===== src/rtl/vx_fetch_ibuf.sv =====
// vx_fetch_ibuf: per-warp instruction buffer between fetch response and decode.
// One circular queue per warp; decode is fed by round-robin arbitration across
// non-empty warps, with a lock that holds the presented entry until accepted.
// Optional macro IBUF_PERF_EN: enables the stall/instruction performance counters
// (otherwise both perf ports are tied to zero and no counter flops exist).
module vx_fetch_ibuf #(
  parameter int unsigned NUM_WARPS   = 4,
  parameter int unsigned NUM_THREADS = 4,
  parameter int unsigned IBUF_SIZE   = 4
) (
  input  logic                         clk,
  input  logic                         reset,
  input  logic                         in_valid,
  input  logic [$clog2(NUM_WARPS)-1:0] in_wid,
  input  logic [NUM_THREADS-1:0]       in_tmask,
  input  logic [31:0]                  in_PC,
  input  logic [31:0]                  in_instr,
  output logic                         in_ready,
  output logic                         out_valid,
  output logic [$clog2(NUM_WARPS)-1:0] out_wid,
  output logic [NUM_THREADS-1:0]       out_tmask,
  output logic [31:0]                  out_PC,
  output logic [31:0]                  out_instr,
  input  logic                         out_ready,
  input  logic                         flush_valid,
  input  logic [$clog2(NUM_WARPS)-1:0] flush_wid,
  output logic [31:0]                  perf_stall_cycles,
  output logic [31:0]                  perf_instrs,
  output logic                         busy
);

  localparam int unsigned WW = $clog2(NUM_WARPS);
  localparam int unsigned PW = $clog2(IBUF_SIZE);
  localparam int unsigned CW = PW + 1;

  typedef struct packed {
    logic [NUM_THREADS-1:0] tmask;
    logic [31:0]            pc;
    logic [31:0]            instr;
  } entry_t;

  entry_t               mem    [NUM_WARPS][IBUF_SIZE];
  logic [PW-1:0]        rd_ptr [NUM_WARPS];
  logic [PW-1:0]        wr_ptr [NUM_WARPS];
  logic [CW-1:0]        count  [NUM_WARPS];

  logic [NUM_WARPS-1:0] nonempty;
  logic [NUM_WARPS-1:0] push_vec;
  logic [NUM_WARPS-1:0] pop_vec;
  logic [NUM_WARPS-1:0] flush_vec;
  logic [WW-1:0]        rr_ptr;
  logic [WW-1:0]        rr_sel;
  logic [WW-1:0]        sel;
  logic [WW-1:0]        lock_wid;
  logic                 lock_valid;
  logic                 in_fire;
  logic                 out_fire;
  entry_t               head;

  // Per-warp occupancy and push/pop/flush decode
  always_comb begin
    nonempty  = '0;
    push_vec  = '0;
    pop_vec   = '0;
    flush_vec = '0;
    for (int w = 0; w < int'(NUM_WARPS); w++) begin
      nonempty[w]  = (count[w] != '0);
      push_vec[w]  = in_fire && (in_wid == WW'(w));
      pop_vec[w]   = out_fire && (sel == WW'(w));
      flush_vec[w] = flush_valid && (flush_wid == WW'(w));
    end
  end

  assign busy     = |nonempty;
  assign in_ready = (count[in_wid] != CW'(IBUF_SIZE));
  assign in_fire  = in_valid & in_ready;

  // Round-robin search from rr_ptr; walking downward leaves the closest hit
  always_comb begin
    rr_sel = rr_ptr;
    for (int i = int'(NUM_WARPS) - 1; i >= 0; i--) begin
      if (nonempty[rr_ptr + WW'(i)]) rr_sel = rr_ptr + WW'(i);
    end
  end

  assign sel       = lock_valid ? lock_wid : rr_sel;
  assign out_valid = lock_valid | busy;
  assign out_fire  = out_valid & out_ready;
  assign head      = mem[sel][rd_ptr[sel]];
  assign out_wid   = sel;
  assign out_tmask = head.tmask;
  assign out_PC    = head.pc;
  assign out_instr = head.instr;

  // Entry storage; a write into a warp being flushed is simply never read
  always_ff @(posedge clk) begin
    if (in_fire) mem[in_wid][wr_ptr[in_wid]] <= entry_t'{tmask: in_tmask, pc: in_PC, instr: in_instr};
  end

  // Queue pointers and counts; flush overrides a coincident push/pop
  always_ff @(posedge clk or posedge reset) begin
    if (reset) begin
      for (int w = 0; w < int'(NUM_WARPS); w++) begin
        rd_ptr[w] <= '0;
        wr_ptr[w] <= '0;
        count[w]  <= '0;
      end
    end else begin
      for (int w = 0; w < int'(NUM_WARPS); w++) begin
        if (flush_vec[w]) begin
          rd_ptr[w] <= '0;
          wr_ptr[w] <= '0;
          count[w]  <= '0;
        end else begin
          if (push_vec[w]) wr_ptr[w] <= wr_ptr[w] + PW'(1);
          if (pop_vec[w])  rd_ptr[w] <= rd_ptr[w] + PW'(1);
          case ({push_vec[w], pop_vec[w]})
            2'b10:   count[w] <= count[w] + CW'(1);
            2'b01:   count[w] <= count[w] - CW'(1);
            default: count[w] <= count[w];
          endcase
        end
      end
    end
  end

  // Arbitration pointer and output lock; a flush of the held warp drops the lock
  always_ff @(posedge clk or posedge reset) begin
    if (reset) begin
      rr_ptr     <= '0;
      lock_valid <= 1'b0;
      lock_wid   <= '0;
    end else begin
      if (out_fire) rr_ptr <= sel + WW'(1);
      lock_valid <= out_valid && !out_ready && !(flush_valid && (flush_wid == sel));
      if (out_valid && !out_ready) lock_wid <= sel;
    end
  end

`ifdef IBUF_PERF_EN
  logic [31:0] stall_cnt;
  logic [31:0] instr_cnt;

  // Wrap-around performance counters
  always_ff @(posedge clk or posedge reset) begin
    if (reset) begin
      stall_cnt <= '0;
      instr_cnt <= '0;
    end else begin
      if (in_valid && !in_ready) stall_cnt <= stall_cnt + 32'd1;
      if (out_fire)              instr_cnt <= instr_cnt + 32'd1;
    end
  end

  assign perf_stall_cycles = stall_cnt;
  assign perf_instrs       = instr_cnt;
`else
  assign perf_stall_cycles = 32'd0;
  assign perf_instrs       = 32'd0;
`endif

endmodule


===== config.mk =====
export PLATFORM = sky130hd
export DESIGN_NAME = vx_fetch_ibuf
export DESIGN_NICKNAME = d
export VERILOG_FILES = /design/src/rtl/vx_fetch_ibuf.sv
export SDC_FILE = /design/constraint.sdc
export NUM_CORES = 1
export LEC_CHECK = 0
export BUFFER_PORTS_ARGS = -buffer_cell sky130_fd_sc_hd__buf_2
export CORE_MARGIN = 8
export CORE_UTILIZATION = 55
export DETAILED_ROUTE_END_ITERATION = 16
export MAX_ROUTING_LAYER = met4
export PLACE_DENSITY = 0.76
export SYNTH_ARGS = -nofsm -noshare
export SYNTH_HDL_FRONTEND = slang
export SYNTH_SLANG_ARGS = --single-unit

===== constraint.sdc =====
create_clock -name clk -period 9.4 [get_ports clk]
set_clock_uncertainty 0.15 [all_clocks]
set_input_delay 0.47 -clock clk [delete_from_list [all_inputs] [get_ports clk]]
set_output_delay 0.47 -clock clk [all_outputs]
set_load 0.02 [all_outputs]

==> metrics <==
crit path time final approximately 6.6 ns; clk root buf clkbuf_16; Crit. Startpoint count[6]$_DFFE_PP0P_; number of synthesized register bits 1,121; Synth Instances ~2,400; Final nets around 2,700; Post-DP Area ~45,000 µm²; Cell variety after synth between 40 and 50; Post-synth EDFFs around 1,100; Worst-Margin Slew between 1 and 1.5 ns; DP HPWL ~50,000 µm; Starting Density between 50% and 60%; CTS tree yes; total power per unit cell area 340.9 nW/µm²; first-pass GRT wire length 148,400 µm; WL per Instance approximately 27 µm; largest net degree at the start of global routing 154; critical setup path kind flip-flop to output port; vias in the first global route 23,134; largest area contributor in the netlist edfxtp_1; antenna violations before repair 9; Die Y 297.0 µm; Synth top cells by count edfxtp_1, mux2i_1, o22ai_1; 1st-iter DRT viols 2,367; top-count cell post-synth edfxtp_1; gr ovfl total 0; Worst R2R End mem[2][115]$_DFFE_PP_; register area share after synthesis slightly below 80%; Num Clock Sinks 1,121; leak pwr ~16 nW; Core Area a little under 80,000 µm²; clock tree buffer depth 3; Post-CTS Resized 0; Post-synth top flop edfxtp_1; layout cells sized above 1 roughly 14%; Tcrit/Tclk final 69.99%; via/cell ratio slightly above 6; die width approximately 300 µm; final instance area between 40,000 and 50,000 µm²; Setup TNS 0 ns; Clock transition at path regs roughly 0.060 ns; final wirelength approximately 100,000 µm; clk_lat worst skew about 0.65 ns; post-synth top area share approximately 75%; ANT nets after route 0; Worst Setup Start Kind flip-flop; final hold vios 0; H-tree Lvls 3; Final setup viols 0; Worst VDD drop between 0.0003 and 0.0004 V; die area between 80,000 and 90,000 µm²; status completed; Pre-antenna DRT Iters 5; Max transition margin 19.86%; final slew viol count 0; crit end category output port; Max-Cap Viols 0; yosys warns 0; r2r startpoint count[2]$_DFFE_PP0P_; min-delay worst type primary input to flip-flop; row count about 100; Post-Syn Area about 43,000 µm²; Port-buffer cells 149; fmax around 0.15 GHz; asr flop ratio synth a little under 3%; gpl congestion between 0.7 and 0.8; total CTS buffers approximately 110; reg2reg path depth 6; reg2reg setup slack roughly 5.3 ns; GRT Overall Usage 22.90%; Setup crit end out_PC[6]; Max FO, Critical Path about 150; DRC Markers 0; Critical Path AT between 5 and 6 ns; Vias roughly 23,000; leading post-synthesis cells by cell area edfxtp_1, mux2i_1, o22ai_1, dfrtp_1, or4_1; Data required, critical path ~9 ns; unrepaired setup endpoints after global routing no; area delta synth->final 13.16%; I/O pin count 214; Syn Area/Cell approximately 18 µm²
area by class of cell:
type	count	area, µm²
clock buffers	129	2781
well taps	1050	1314
flip-flops and latches	1121	33500
multi-input cells	1127	9243
clock inverters	71	705.7
inverters	7	26.28
repair buffers	239	1562
fillers	5308	29460
diodes	8	20.02
registers in the layout (all words and copies together) (netlist names):
name        cells
count          12
lock_valid      1
lock_wid        2
mem          1088
rd_ptr          8
rr_ptr          2
wr_ptr          8
layer usage:
| layer | routed length (µm) | track usage, % | vias up |
|---|---|---|---|
| li1 | - | - | 9937 |
| met5 | 0 | - | - |
| met1 | 38840 | 28.91 | 11842 |
| met3 | 8452 | 3.768 | 191 |
| met4 | 3140 | 7.626 | 0 |
| met2 | 51220 | 37.96 | 1069 |
logic make-up (layout without fill, tap and decap cells):
family | after synthesis | in the layout | synth area share, %
mux | 555 | 555 | 12.91
buf+inv | 201 | 446 | 2.550
flops | 1121 | 1121 | 77.13
fa+ha+maj | 4 | 4 | 0.1844
compound gates | 295 | 295 | 4.255
xor+xnor | 22 | 22 | 0.4437
other cells | 1 | 72 | 0.008634
simple gates | 187 | 187 | 2.527
worst max-delay path, cell delays in order (launching register included):
cell and delay [ns]:
dfrtp_1 0.42, or3_1 0.47, o31ai_1 0.25, a21oi_1 0.07, o31a_1 0.41, inv_2 0.24
mux4_4 1.00, buf_12 0.73, mux2i_1 0.33, o22ai_1 0.14, or4_1 0.63, buf_2 0.22
worst min-delay path by stage:
stage | to | cells after the start | start | slack, ns
2_1_floorplan | lock_wid[1]$_DFFE_PP0P_ | 2 | lock_wid[1]$_DFFE_PP0P_ | 0.34
3_3_place_gp | lock_wid[1]$_DFFE_PP0P_ | 2 | lock_wid[1]$_DFFE_PP0P_ | 0.37
3_5_place_dp | lock_wid[1]$_DFFE_PP0P_ | 2 | lock_wid[1]$_DFFE_PP0P_ | 0.37
4_1_cts | mem[0][12]$_DFFE_PP_ | 1 | in_instr[12] | 0.001
5_1_grt | mem[3][119]$_DFFE_PP_ | 1 | in_PC[19] | 0.02
6_report | mem[3][195]$_DFFE_PP_ | 1 | in_PC[27] | 0.03
per-stage QoR:
stage / power, mW / hold slack, ns / std cells / setup WS [ns] / util (%)
finish: 16.76 / 0.02790 / 3752 / 2.821 / 62.52
global route: 17.38 / 0.01529 / 3750 / 2.598 / 62.51
CTS: 16.85 / 0.0009635 / 3744 / 2.855 / 62.49
detailed placement: 12.61 / 0.3728 / 3498 / 3.564 / 57.47
global placement: 12.48 / 0.3724 / 3498 / 3.601 / 57.47
floorplan: 10.64 / 0.3449 / 2449 / 0.4843 / -
cells in the final DEF, fill, tap and decap left out, types with 4 or more instances in the layout:
master / n
edfxtp_1: 1088
mux2i_1: 551
o22ai_1: 272
buf_2: 149
clkbuf_16: 108
or4_1: 69
conb_1: 64
dlygate4sd3_1: 46
buf_4: 42
nor2_1: 40
dfrtp_1: 33
clkinv_2: 24
clkinv_1: 22
clkbuf_1: 21
xnor2_1: 13
nand2_1: 12
bufinv_16: 11
nor3_1: 10
a21oi_1: 9
xor2_1: 9
nor2_4: 9
diode_2: 8
nand3_1: 6
inv_1: 5
or3b_2: 5
and2_1: 5
or3_1: 4
o21ai_0: 4
or3_4: 4
fa_1: 4
clkinvlp_4: 4
where the power goes:
group	switching, mW	total (mW)	internal [mW]
sequential	0.125	5.94	5.81
clock	1.82	4.24	2.42
combinational	4.13	6.57	2.44
total	6.08	16.8	10.7
what timing repair did:
action,in CTS,in global routing
hold endpoints to repair,519,0
hold buffers,46,0
setup buffers,0,0
Note: power is estimated with default switching activity, not from simulation.
